File: src/rtl/cbl_dmem_responder.sv
// cbl_dmem_responder: memory end of the CBL core's load/store port.
// Accepts one word request at a time, performs the access after LATENCY
// cycles and holds the result on a valid/ready response channel.
//
// Handshake rule for both channels: a transfer happens on a rising clk edge
// where valid && ready are both 1. The producer holds valid and its payload
// stable until that edge, and ready never depends on valid.
//
// The FSM state is kept in the plainly named signal `state` (IDLE/BUSY/RESP)
// so that checkers can bind to it directly.
module cbl_dmem_responder #(
    parameter int REG_WIDTH = 32,
    parameter int NUM_MEM   = 5,
    parameter int LATENCY   = 2
) (
    input  logic                 clk,
    input  logic                 rst,
    input  logic                 req_valid,
    output logic                 req_ready,
    input  logic                 req_we,
    input  logic [REG_WIDTH-1:0] req_addr,
    input  logic [REG_WIDTH-1:0] req_wdata,
    output logic                 rsp_valid,
    input  logic                 rsp_ready,
    output logic [REG_WIDTH-1:0] rsp_rdata,
    output logic                 rsp_err
);

    localparam int         IDX_W    = (NUM_MEM > 1) ? $clog2(NUM_MEM) : 1;
    localparam logic [3:0] CNT_LOAD = 4'(LATENCY - 1);

    // The 4-bit down-counter only covers latencies of 1..15.
    if (LATENCY < 1 || LATENCY > 15) begin : g_bad_latency
        $error("cbl_dmem_responder: LATENCY must be in 1..15");
    end

    typedef enum logic [1:0] {
        IDLE = 2'd0,
        BUSY = 2'd1,
        RESP = 2'd2
    } state_t;

    state_t state;
    state_t state_next;

    // Storage is deliberately not reset; benches preload it as data[i].
    logic [REG_WIDTH-1:0] data [NUM_MEM];

    logic [3:0]           cnt;
    logic                 lat_we;
    logic [REG_WIDTH-1:0] lat_addr;
    logic [REG_WIDTH-1:0] lat_wdata;

    logic                 req_fire;
    logic                 rsp_fire;
    logic                 commit;
    logic                 in_range;
    logic [IDX_W-1:0]     lat_idx;

    // Ready only while idle and out of reset; independent of req_valid.
    assign req_ready = (state == IDLE) && rst;

    assign req_fire = req_valid && req_ready;
    assign rsp_fire = rsp_valid && rsp_ready;
    assign commit   = (state == BUSY) && (cnt == 4'd0);

    // Full-width unsigned compare so high address bits never alias onto
    // a valid word; the index is only used when in_range is true.
    assign in_range = (lat_addr < REG_WIDTH'(NUM_MEM));
    assign lat_idx  = lat_addr[IDX_W-1:0];

    // Next-state decode: one outstanding request, response held until taken.
    always_comb begin
        state_next = state;
        case (state)
            IDLE:    if (req_fire) state_next = BUSY;
            BUSY:    if (cnt == 4'd0) state_next = RESP;
            RESP:    if (rsp_fire) state_next = IDLE;
            default: state_next = IDLE;
        endcase
    end

    // State register; reset overrides every other event.
    always_ff @(posedge clk) begin
        if (!rst) begin
            state <= IDLE;
        end else begin
            state <= state_next;
        end
    end

    // Latency counter: loaded on acceptance, counts down while busy.
    always_ff @(posedge clk) begin
        if (!rst) begin
            cnt <= 4'd0;
        end else if (req_fire) begin
            cnt <= CNT_LOAD;
        end else if ((state == BUSY) && (cnt != 4'd0)) begin
            cnt <= cnt - 4'd1;
        end
    end

    // Capture the request so later changes on the inputs have no effect.
    always_ff @(posedge clk) begin
        if (!rst) begin
            lat_we    <= 1'b0;
            lat_addr  <= '0;
            lat_wdata <= '0;
        end else if (req_fire) begin
            lat_we    <= req_we;
            lat_addr  <= req_addr;
            lat_wdata <= req_wdata;
        end
    end

    // Response registers: filled at the commit edge, cleared when consumed.
    always_ff @(posedge clk) begin
        if (!rst) begin
            rsp_valid <= 1'b0;
            rsp_rdata <= '0;
            rsp_err   <= 1'b0;
        end else if (commit) begin
            rsp_valid <= 1'b1;
            rsp_rdata <= (!lat_we && in_range) ? data[lat_idx] : '0;
            rsp_err   <= !in_range;
        end else if (rsp_fire) begin
            rsp_valid <= 1'b0;
            rsp_rdata <= '0;
            rsp_err   <= 1'b0;
        end
    end

    // Store commit: the write lands only at the commit edge, never under reset.
    always_ff @(posedge clk) begin
        if (rst && commit && lat_we && in_range) begin
            data[lat_idx] <= lat_wdata;
        end
    end

endmodule

File: config.mk
export PLATFORM = sky130hd
export DESIGN_NAME = cbl_dmem_responder
export DESIGN_NICKNAME = d
export VERILOG_FILES = /design/src/rtl/cbl_dmem_responder.sv
export SDC_FILE = /design/constraint.sdc
export NUM_CORES = 1
export LEC_CHECK = 0
export CAP_MARGIN = 20
export CORE_ASPECT_RATIO = 0.5
export CORE_MARGIN = 2
export CORE_UTILIZATION = 50
export DETAILED_ROUTE_END_ITERATION = 10
export PLACE_DENSITY_LB_ADDON = 0.05
export SLEW_MARGIN = 10
export SYNTH_ARGS = -nofsm -noshare
export SYNTH_HDL_FRONTEND = slang
export SYNTH_SLANG_ARGS = --single-unit
File: constraint.sdc
create_clock -name clk -period 5 [get_ports clk]
set_input_delay 1 -clock clk [delete_from_list [all_inputs] [get_ports clk]]
set_output_delay 1 -clock clk [all_outputs]
set_load 0.02 [all_outputs]
# Yosys cells after proc, flatten, opt, wreduce, memory -nomap -nowiden
# Memories as Yosys holds them, arrays and structs flattened. A register that Yosys moved wholly into a read port is not among the register bits.
# Index checks and enable logic that the tools add are counted.
# totals
ff_bits,105
mem_bits_rw,160
inputBits,69
out_inout_bits,35
word_cells,52
mem_count,1
# memory_table
name,depth,width,read_ports,rd_ports_with_merged_regs,write_ports,line_no,rtl
data,5,32,1,1,1,47,logic [REG_WIDTH-1:0] data [NUM_MEM];
# op_classes
add_sub_neg,1
n_lt_le_gt_ge,1
n_eq_ne,5
n_mux,16
bitwise_logic,1
reduce_logical,18
# ops
cell,count
two-way mux 32 bit,3
"< comparator 32 x 3 -> 1 bit, second input constant",1
logical AND 1 bit,9
two-way mux 1 bit,7
two-way mux 2 bit,3
two-way mux 3 bit,2
"inequality test 2 bit, second input constant",3
one-hot mux 2 bit (3 select lines),1
logical NOT 4 bit,1
nonzero test 2 bit,2
nonzero test 4 bit,1
"subtractor 4 x 1 -> 4 bit, second input constant",1
AND reduction 3 bit,1
"equality test 2 x 1 -> 1 bit, second input constant",1
"equality test 2 bit, second input constant",1
logical NOT 1 bit,2
logical NOT 2 bit,1
OR reduction 2 bit,1
NOT 1 bit,1

# Longest topological paths before layout
# logic_depth
word_depth,7
mapped_depth,8
depth_no_buf,6

# Worst setup path after synthesis
# No wires, ideal clock.
# synth_timing
path_type,input -> register
start,input rst
end,"memory data[2][0], enable pin"
setup_ps,502
arrival_time_ps,4677
required_time_ps,4498
setup_slack_ps,-179
stages,3
path_buffers,0
cell_sequence,nand2_1 > nor4_1 > nor4bb_1
# synth_between
elab_chain_cells,5
# synth_lines
element,line_no,rtl
start: declaration,17,"input logic rst,"
logical AND 1 bit (3 in series),135,if (rst && commit && lat_we && in_range) begin
two-way mux 1 bit,135,
two-way mux 1 bit (implied by the code),136,data[lat_idx] <= lat_wdata;
end: declaration,47,
# Every way passes these cells.

# Worst setup path in the final report
# layout_timing
start,input rst
end,output req_ready
# layout_between
elab_chain_cells,1
# layout_lines
element,line_no,rtl
logical AND 1 bit,61,assign req_ready = (state == IDLE) && rst;
end: declaration,19,"output logic req_ready,"
# Every way passes these cells.

==> run summary <==
The run finished with clean final reports. At the pin with the least slew margin, the transition time is about 1100 ps. The worst setup path startpoint is rst. In the post-synthesis netlist, the biggest area contributors are sky130_fd_sc_hd__edfxtp_1 49%, sky130_fd_sc_hd__dfxtp_1 22%, sky130_fd_sc_hd__mux4_2 7.3%, sky130_fd_sc_hd__nand2_1 5.1%, sky130_fd_sc_hd__o2bb2ai_2 4.6%. The maximum buffer depth of the clock tree is 3.

The number of buffers inserted to repair setup after CTS came out at 0. The top achievable clock speed came out at 0.278 GHz. The gate count after technology mapping came out at 657. The setup path with the least slack is of type in -> out. The total grt overflow came out at 0. The largest net degree at the start of global routing is 52.

The leakage power of the design came out at 3.97 nW. The Yosys step of the flow raised 0 warnings. The total of hold buffers inserted after clock tree synthesis is 0. VDD sags by at most just under 0.2 mV. CTS built an H-tree with a depth of 1. The filler cells instantiated in the layout total between 1000 and 1500. The initial antenna violation count is 0. For the final database, setup skew stands at around 9 ps. The weighted congestion reported at the end of routability-driven placement came out at approximately 0.70. The number of diodes added for antenna fixing is 0. For this run, asynchronously set or reset flops after synthesis account for 0. In this run the standard cell core region covers 19400 sq um.

The top-level port count came out at between 100 and 150. The post-synthesis register bit count is about 270. The horizontal die dimension is about 200 um. The element type at the critical path end is an output pin.

In this run the most critical hold path is launched from lat_addr[13]$_SDFFE_PN0P_. The number of design rule violations left after detail routing is 0. The shortest period the worst path allows came out at 3590 ps. After detailed routing, the average wire length per cell comes to roughly 18 um. The standard-cell row count is 36.

The maximum net fanout on the critical path is 6. The synthesis-to-layout area growth came out at 20.3%. The setup TNS came out at 0 ps. For this design the ratio of total power to cell area is 379 nW/um^2.

The final route contains 5449 vias. The fraction of layout cells with a size suffix above 1 came out at 0.158. The instance count along the most critical hold path came out at 2.

The area fraction in compound gates after synthesis is 0.0838. The die covers between 20000 and 25000 sq um. The data required time of the critical path is roughly 4000 ps. The post-cts gate resize count came out at 0. The commonest cells after synthesis are 160 x sky130_fd_sc_hd__edfxtp_1, 135 x sky130_fd_sc_hd__nand2_1, 108 x sky130_fd_sc_hd__dfxtp_1. The clock input transition at the sequential cells of the worst setup and hold paths came out at 60 ps.

The post-synthesis cell type count is 39. By area, the combinational part of the netlist is dominated by multiplexers. For this run, the total global-route usage over all layers was measured as 0.184. The startpoint identified for the worst register-to-register timing path is cnt[0]$_SDFFE_PN0P_. Setup repair after global routing left no endpoint under its margin.

The clock net in this run drives a total of roughly 270 sinks. The DRC marker count from the first detailed-route iteration is 232. The cell with the most instances after synthesis is sky130_fd_sc_hd__edfxtp_1.

The share of synthesized cell area in full adder, half adder and majority cells is 0.00127. Final hold analysis gives a worst-case slack of around 460 ps. The number of cells traversed by the worst register-to-register path came out at 7. The headroom to the max-slew limit is 0.279. In the finished design, the share of the clock period the worst path needs comes to 0.719. The count of flip-flops with a built-in enable after synthesis came out at between 150 and 200.

TritonCTS built the clock tree. The arrival time at the worst endpoint came out at between 2000 and 3000 ps. The number of global-route vias before repair came out at 5399. The height of the die came out at just over 100 um. The wire length after detailed routing came out at around 19000 um. The post-layout utilization of the core is 0.613. The total nets after synthesis came out at approximately 730. The first global-routing pass estimated about 30000 um of wire. The top flip-flop cell by instance count after synthesis is sky130_fd_sc_hd__edfxtp_1.

Before antenna repair, the detailed router went through 5 iterations. The number of max-cap violations came out at 0. The residual antenna-violating net count after detailed routing is 0. The sequential cell area fraction in the yosys report is 0.705.

The max-slew violation total from the final report came out at 0. The HPWL reported at the end of detailed placement came out at between 10000 and 15000 um. The initial utilization of the core area, before any placement, comes to 0.509. The number of clock buffers added by TritonCTS is 23. The clock latency of the later-clocked register in the worst-skew pair is around 500 ps. In this run the mean area of a mapped cell was approximately 15 sq um. The port buffer count is about 100. In this run the clock root is driven by a sky130_fd_sc_hd__clkbuf_16. The total setup violations reported at the end of the flow came out at 0. Of the post-synthesis cell area, the dominant cell type holds 0.486. The synthesized-area fraction occupied by xor and xnor cells is 0.00266.

The post-synthesis cell area is just under 10000 sq um. The share of synthesized cell area in and, or, nand and nor gates is 0.0778. The vias per cell came out at ~5.3.

In this run the worst hold path is classified as reg -> reg. For this run, the post-layout net count is 820. The launching element type of the critical path is an input port. The multiplexer area fraction after synthesis came out at 0.105. Of all cell types, the one taking the most synthesized area is sky130_fd_sc_hd__edfxtp_1. The hold violation count in the final report came out at 0.
==> registers in the layout, summed over array words and instances (netlist names), named ones only <==
name and cells:
cnt 4, data 160, lat_addr 32, lat_wdata 32, lat_we 1, rsp_err 1, rsp_rdata 32, rsp_valid 1
state 2
==> placed cells by master (no fill, tap or decap), types with 2 or more instances in the layout <==
| cell | count |
|---|---|
| sky130_fd_sc_hd__a211oi_1 | 2 |
| sky130_fd_sc_hd__a21oi_1 | 67 |
| sky130_fd_sc_hd__and3_2 | 3 |
| sky130_fd_sc_hd__buf_4 | 5 |
| sky130_fd_sc_hd__bufinv_16 | 3 |
| sky130_fd_sc_hd__clkbuf_1 | 4 |
| sky130_fd_sc_hd__clkbuf_16 | 24 |
| sky130_fd_sc_hd__clkbuf_8 | 4 |
| sky130_fd_sc_hd__clkdlybuf4s50_1 | 103 |
| sky130_fd_sc_hd__clkinv_1 | 2 |
| sky130_fd_sc_hd__clkinv_2 | 3 |
| sky130_fd_sc_hd__dfxtp_1 | 105 |
| sky130_fd_sc_hd__dfxtp_2 | 3 |
| sky130_fd_sc_hd__edfxtp_1 | 160 |
| sky130_fd_sc_hd__inv_1 | 2 |
| sky130_fd_sc_hd__mux2i_1 | 32 |
| sky130_fd_sc_hd__mux4_2 | 32 |
| sky130_fd_sc_hd__nand2_1 | 134 |
| sky130_fd_sc_hd__nand2b_1 | 2 |
| sky130_fd_sc_hd__nand3_1 | 3 |
| sky130_fd_sc_hd__nand4_1 | 2 |
| sky130_fd_sc_hd__nor2_1 | 8 |
| sky130_fd_sc_hd__nor3_1 | 3 |
| sky130_fd_sc_hd__nor3b_1 | 2 |
| sky130_fd_sc_hd__nor4_1 | 3 |
| sky130_fd_sc_hd__nor4_2 | 4 |
| sky130_fd_sc_hd__o21ai_0 | 2 |
| sky130_fd_sc_hd__o2bb2ai_1 | 2 |
| sky130_fd_sc_hd__o2bb2ai_2 | 30 |
| sky130_fd_sc_hd__xor2_1 | 2 |
==> cell families (layout without fill, tap and decap cells) <==
logic type	after synthesis	in the layout
DFF	268	268
xor gates and xnor gates	3	3
and+or+nand+nor	174	174
buffers and inverters	44	153
muxes	64	64
adders and majority gates	1	1
AOI/OAI and AO/OA	103	103
==> final cells by class <==
| class | instances | area [sq um] | share of cell area |
|---|---|---|---|
| flip-flops and latches | 268 | 6970 | 0.586 |
| multi-input cells | 345 | 2700 | 0.227 |
| repair buffers | 109 | 1090 | 0.0915 |
| clock buffers | 33 | 678 | 0.0570 |
| well taps | 266 | 333 | 0.0280 |
| clock inverters | 8 | 113 | 0.00947 |
| inverters | 3 | 11.3 | 0.000947 |
==> where the power goes <==
part	internal (mW)	switching [mW]
registers	2.37	0.0444
logic	0.120	0.120
clock network	1.10	0.762
total	3.58	0.926
==> critical path: stages <==
cell and delay (ps):
sky130_fd_sc_hd__clkdlybuf4s50_1 560, sky130_fd_sc_hd__nor3b_1 350, sky130_fd_sc_hd__clkdlybuf4s50_1 680
==> through the flow <==
step | worst slack [ps] | area (sq um) | cells | power [mW]
after floorplan | 1050 | 9890 | 657 | 2.59
after global placement | 1400 | 11100 | 990 | 2.70
after detailed placement | 1300 | 11100 | 991 | 2.70
after CTS | 1390 | 11900 | 1032 | 4.55
after global routing | 1310 | 11900 | 1032 | 4.66
final | 1410 | 11900 | 1032 | 4.51
==> layer usage <==
metal / up-vias / part of all wire / global-route usage
met5: - / 0 / 0
met2: 108 / 0.45 / 0.288
met4: 0 / 0.013 / 0.0415
met3: 24 / 0.042 / 0.0332
li1: 2628 / - / -
met1: 2689 / 0.50 / 0.272
==> worst paths after layout <==
path | endpoint | slack, ps
max reg2reg | data[2][13]$_DFFE_PP_ | 2020
min reg2reg | lat_addr[13]$_SDFFE_PN0P_ | 460
min | lat_addr[13]$_SDFFE_PN0P_ | 460
max | req_ready | 1410
No activity file was read; power rests on OpenSTA's default activity.
==> RTL change 1 (same settings) <==
Register the output `rsp_err` once more; this adds one clock of latency there. The other outputs are not delayed to match.
--- a/src/rtl/cbl_dmem_responder.sv
+++ b/src/rtl/cbl_dmem_responder.sv
@@ -28,6 +28,8 @@
 
     localparam int         IDX_W    = (NUM_MEM > 1) ? $clog2(NUM_MEM) : 1;
     localparam logic [3:0] CNT_LOAD = 4'(LATENCY - 1);
+
+    logic rsp_err_s0;
 
     // The 4-bit down-counter only covers latencies of 1..15.
     if (LATENCY < 1 || LATENCY > 15) begin : g_bad_latency
@@ -118,15 +120,15 @@
         if (!rst) begin
             rsp_valid <= 1'b0;
             rsp_rdata <= '0;
-            rsp_err   <= 1'b0;
+            rsp_err_s0 <= 1'b0;
         end else if (commit) begin
             rsp_valid <= 1'b1;
             rsp_rdata <= (!lat_we && in_range) ? data[lat_idx] : '0;
-            rsp_err   <= !in_range;
+            rsp_err_s0 <= !in_range;
         end else if (rsp_fire) begin
             rsp_valid <= 1'b0;
             rsp_rdata <= '0;
-            rsp_err   <= 1'b0;
+            rsp_err_s0 <= 1'b0;
         end
     end
 
@@ -137,5 +139,9 @@
         end
     end
 
+    always_ff @(posedge clk) begin
+        rsp_err <= rsp_err_s0;
+    end
+
 endmodule
 
Check against the original RTL: not equivalent (a bounded check fails within 4 cycles, from zero or initial values and one cycle with rst low).
==> RTL change 1 against the original RTL <==
- setup slack worse by 43 ps
- critical path depth unchanged
- area after synthesis up 0.20%
- wire length up 2.0%
- sequential cell count up 1
- critical endpoint unchanged
- first-iteration DRC count up 37%
- largest cell class unchanged
- final area down 0.27%
- global-route usage up 0.44 points
- total power down 3.3%
==> RTL change 1: results <==
{
  "routed_wl_um": 19300,
  "htree_levels": 1,
  "largest-register": "data",
  "synth_ff_type": "sky130_fd_sc_hd__edfxtp_1",
  "synth-edff-count": 160,
  "antenna_found_initial": 0,
  "internal_power_mw": 3.43,
  "grt_use_total": 0.188,
  "vdd.ir_drop.worst_mv": 0.287,
  "netlist_top_cells_area": "sky130_fd_sc_hd__edfxtp_1 49%, sky130_fd_sc_hd__dfxtp_1 22%, sky130_fd_sc_hd__mux4_2 7.3%",
  "post-place-ws_ps": 1260,
  "cts_root_buffer": "sky130_fd_sc_hd__clkbuf_16",
  "timing.clock.skew_ps": 13.5,
  "synth_seq_cells": 269,
  "worstMarginPinSlew_ps": 1060,
  "vias_in_the_first_global_route": 5585,
  "count_of_input_and_output_buffers": 103,
  "seq_area_frac_synth": 0.705,
  "insertedDiodeCount": 0,
  "p_leak_nw": 3.95,
  "postSynthNetCount": 728,
  "hold_path.class": "reg -> reg",
  "crit_fanout": 6,
  "n_all_inverters": 3,
  "cts_buffers": 24,
  "post_cts_buffers": 0,
  "largest_register_ffs": 160,
  "seq_share": 0.589,
  "synth_async_sr_flop_share": 0,
  "synth.top_cells.by_count": "160 x sky130_fd_sc_hd__edfxtp_1, 135 x sky130_fd_sc_hd__nand2_1, 109 x sky130_fd_sc_hd__dfxtp_1",
  "worst_ep_arrival_time_ps": 2640,
  "path_clk_slew_ps": 60,
  "synth.yosys.warnings": 0,
  "cts.repair.resized": 0,
  "non_clock_buffer_area_fraction_after_layout": 0.0930,
  "clk_latency_ps": 510,
  "drt-pass1-iter-count": 4,
  "via_count": 5522,
  "clockBufferCount": 31,
  "num-nets-final": 824,
  "yosysUniqueCellTypes": 39,
  "clock_cell_area_share": 0.0610,
  "first_iter_violations": 317,
  "drive_above_1_share": 0.158,
  "hpwlAfterDp_um": 11600,
  "ctsLongestPathBuffers": 3,
  "fillerInstances": 1525,
  "nNonClkBuffers": 111,
  "gp_congestion": 0.751,
  "first_pass_grt_wire_length_um": 30900,
  "multi_input_gates": 345,
  "multi_input_gate_area_in_the_final_layout_um2": 2700,
  "maximum_number_of_pins_on_one_net_before_global_route_repair": 68,
  "outcome": "completed"
}
## RTL change 1: power groups by stage
stage                     logic (mW)  registers (mW)  clock network, mW
after floorplan                0.151            2.45                  0
after global placement         0.234            2.47                  0
after detailed placement       0.243            2.47                  0
after CTS                      0.244            2.42               1.74
after global routing           0.262            2.43               1.84
final                          0.239            2.42               1.70
## RTL change 1: final timing paths
path,from,endpoint,slack (ps),cells after the start
worst min-delay path,rsp_err_s0,rsp_err,360,0
worst min register to register,rsp_err_s0,rsp_err,360,0
worst max-delay path,rst,req_ready,1360,3
worst max register to register,cnt[0],data[3][15],1940,6
## RTL change 1: cells by family (layout without fill, tap and decap cells)
family / count (synthesis) / after routing / synth area share
DFF: 269 / 269 / 0.705
adders and majority gates: 1 / 1 / 0.00126
muxes: 64 / 64 / 0.105
xor gates and xnor gates: 3 / 3 / 0.00265
buffers and inverters: 44 / 158 / 0.0244
AOI/OAI and AO/OA: 103 / 103 / 0.0836
and+or+nand+nor: 174 / 174 / 0.0777
## RTL change 1: stage by stage
step                      total power, mW  utilization  cells  area (um^2)
after floorplan                      2.60            -    658         9910
after global placement               2.71        0.572    993        11100
after detailed placement             2.71        0.573    994        11100
after CTS                            4.40        0.610   1038        11900
after global routing                 4.53        0.610   1038        11900
final                                4.36        0.610   1038        11900
## RTL change 1: per-layer routing
layer	share of wire	global-route usage	vias to the layer above
met1	0.50	0.292	2768
met4	0.011	0.0339	0
met2	0.45	0.283	97
li1	-	-	2638
met3	0.042	0.0321	19
met5	0	0	-
## RTL change 1: critical path: stages
cell	delay [ps]
sky130_fd_sc_hd__clkdlybuf4s50_1	560
sky130_fd_sc_hd__nor3b_1	390
sky130_fd_sc_hd__clkdlybuf4s50_1	680
==> RTL change 2 (same flow settings) <==
Made on the original files. Set the parameter `REG_WIDTH` to 40 (it was 32).
--- a/src/rtl/cbl_dmem_responder.sv
+++ b/src/rtl/cbl_dmem_responder.sv
@@ -9,7 +9,7 @@
 // The FSM state is kept in the plainly named signal `state` (IDLE/BUSY/RESP)
 // so that checkers can bind to it directly.
 module cbl_dmem_responder #(
-    parameter int REG_WIDTH = 32,
+    parameter int REG_WIDTH = 40,
     parameter int NUM_MEM   = 5,
     parameter int LATENCY   = 2
 ) (
Ports: changed (resized req_addr, req_wdata and rsp_rdata); port bits go from 104 to 128. The function was not compared with the original's and may differ.
==> RTL change 2 against the original RTL <==
- cell count grew 24%
- total power grew 25%
- combinational power grew 21%
- sequential cell count grew 64
- fmax shrank 1.0%
- final area grew 26%
- synthesized cell count grew 23%
- setup slack lost 37 ps
- area after synthesis grew 26%
- wire length grew 28%
- largest power group unchanged
- largest cell class unchanged
==> RTL change 2: results <==
{
  "final_cell_count_no_fill": 1281,
  "holdCritStartpoint": "lat_addr[17]",
  "drive_above_1_share": 0.167,
  "timing.rr.end": "data[3][29]",
  "postSynthNetCount": 891,
  "final_routed_wire_length_divided_by_cell_count_um": 19.0,
  "drt-pass1-iter-count": 4,
  "wl_met1_um": 11200,
  "timing.hold.worst_endpoint": "lat_addr[17]",
  "largest_register_ffs": 200,
  "setup.reg_to_reg.worst_slack_ps": 1860,
  "global_route.usage.met1": 0.260,
  "antenna_found_initial": 1,
  "hpwlAfterDp_um": 14200,
  "placed_area_um2": 14000,
  "worst_ep_arrival_time_ps": 2630,
  "critical_path.max_stage_delay_ps": 710,
  "p_leak_nw": 5.01,
  "seq_area_frac_synth": 0.694,
  "via_count": 6751,
  "sequential_group_share_of_total_power": 0.530,
  "vdd.ir_drop.worst_mv": 0.222,
  "muxShareOfSynthArea": 0.104,
  "wl_met3_um": 1330,
  "netlist_top_cells_area": "sky130_fd_sc_hd__edfxtp_1 48%, sky130_fd_sc_hd__dfxtp_1 21%, sky130_fd_sc_hd__mux4_2 7.2%",
  "fillerInstances": 1879,
  "outcome": "completed",
  "compound_gate_fraction_of_synth_area": 0.102,
  "groute.layer.met3.usage": 0.0446,
  "routed.top_layer": "met5",
  "clk_latency_ps": 560,
  "first_iter_violations": 471,
  "cts_buffers": 29,
  "final.period_utilization": 0.726,
  "synth.top_cells.by_count": "200 x sky130_fd_sc_hd__edfxtp_1, 166 x sky130_fd_sc_hd__nand2_1, 132 x sky130_fd_sc_hd__dfxtp_1",
  "timing.clock.skew_ps": 20.4,
  "synthToLayoutAreaGrowth_pct": 20.6,
  "netSwitchingPower_mw": 1.17,
  "vias_in_the_first_global_route": 6922,
  "synthesis.instances": 805,
  "gp_congestion": 0.734,
  "maximum_number_of_pins_on_one_net_before_global_route_repair": 84,
  "synth-edff-count": 200,
  "synth_adder_area_share": 0.00100,
  "worstMarginPinSlew_ps": 1020,
  "placed_cells_incl_taps": 1227,
  "crit_fanout": 20,
  "num-nets-final": 1008,
  "post-place-ws_ps": 1360,
  "grt_util_met2": 0.319
}
-- RTL change 2: cell types whose count changed in the layout (fill, tap and decap cells not counted), sizes merged, moves of 3 or more --
cell	before	now
a21boi	0	83
a21oi	67	0
buf	6	12
clkbuf	33	36
clkdlybuf4s50	103	126
clkinv	5	10
dfxtp	108	132
edfxtp	160	200
mux2i	32	40
mux4	32	40
nand2	135	166
o2bb2ai	32	41
-- RTL change 2: kinds of logic after synthesis --
family                     count (synthesis)
DFF                                      332
and+or+nand+nor                          208
AOI/OAI and AO/OA                        127
muxes                                     80
buffers and inverters                     54
xor gates and xnor gates                   3
adders and majority gates                  1
-- RTL change 2: area by class of cell --
| class | count | share of cell area |
|---|---|---|
| inverters | 2 | 0.000500 |
| flip-flops and latches | 332 | 0.576 |
| clock inverters | 18 | 0.0148 |
| clock buffers | 36 | 0.0527 |
| multi-input cells | 419 | 0.236 |
| well taps | 336 | 0.0280 |
| repair buffers | 138 | 0.0919 |
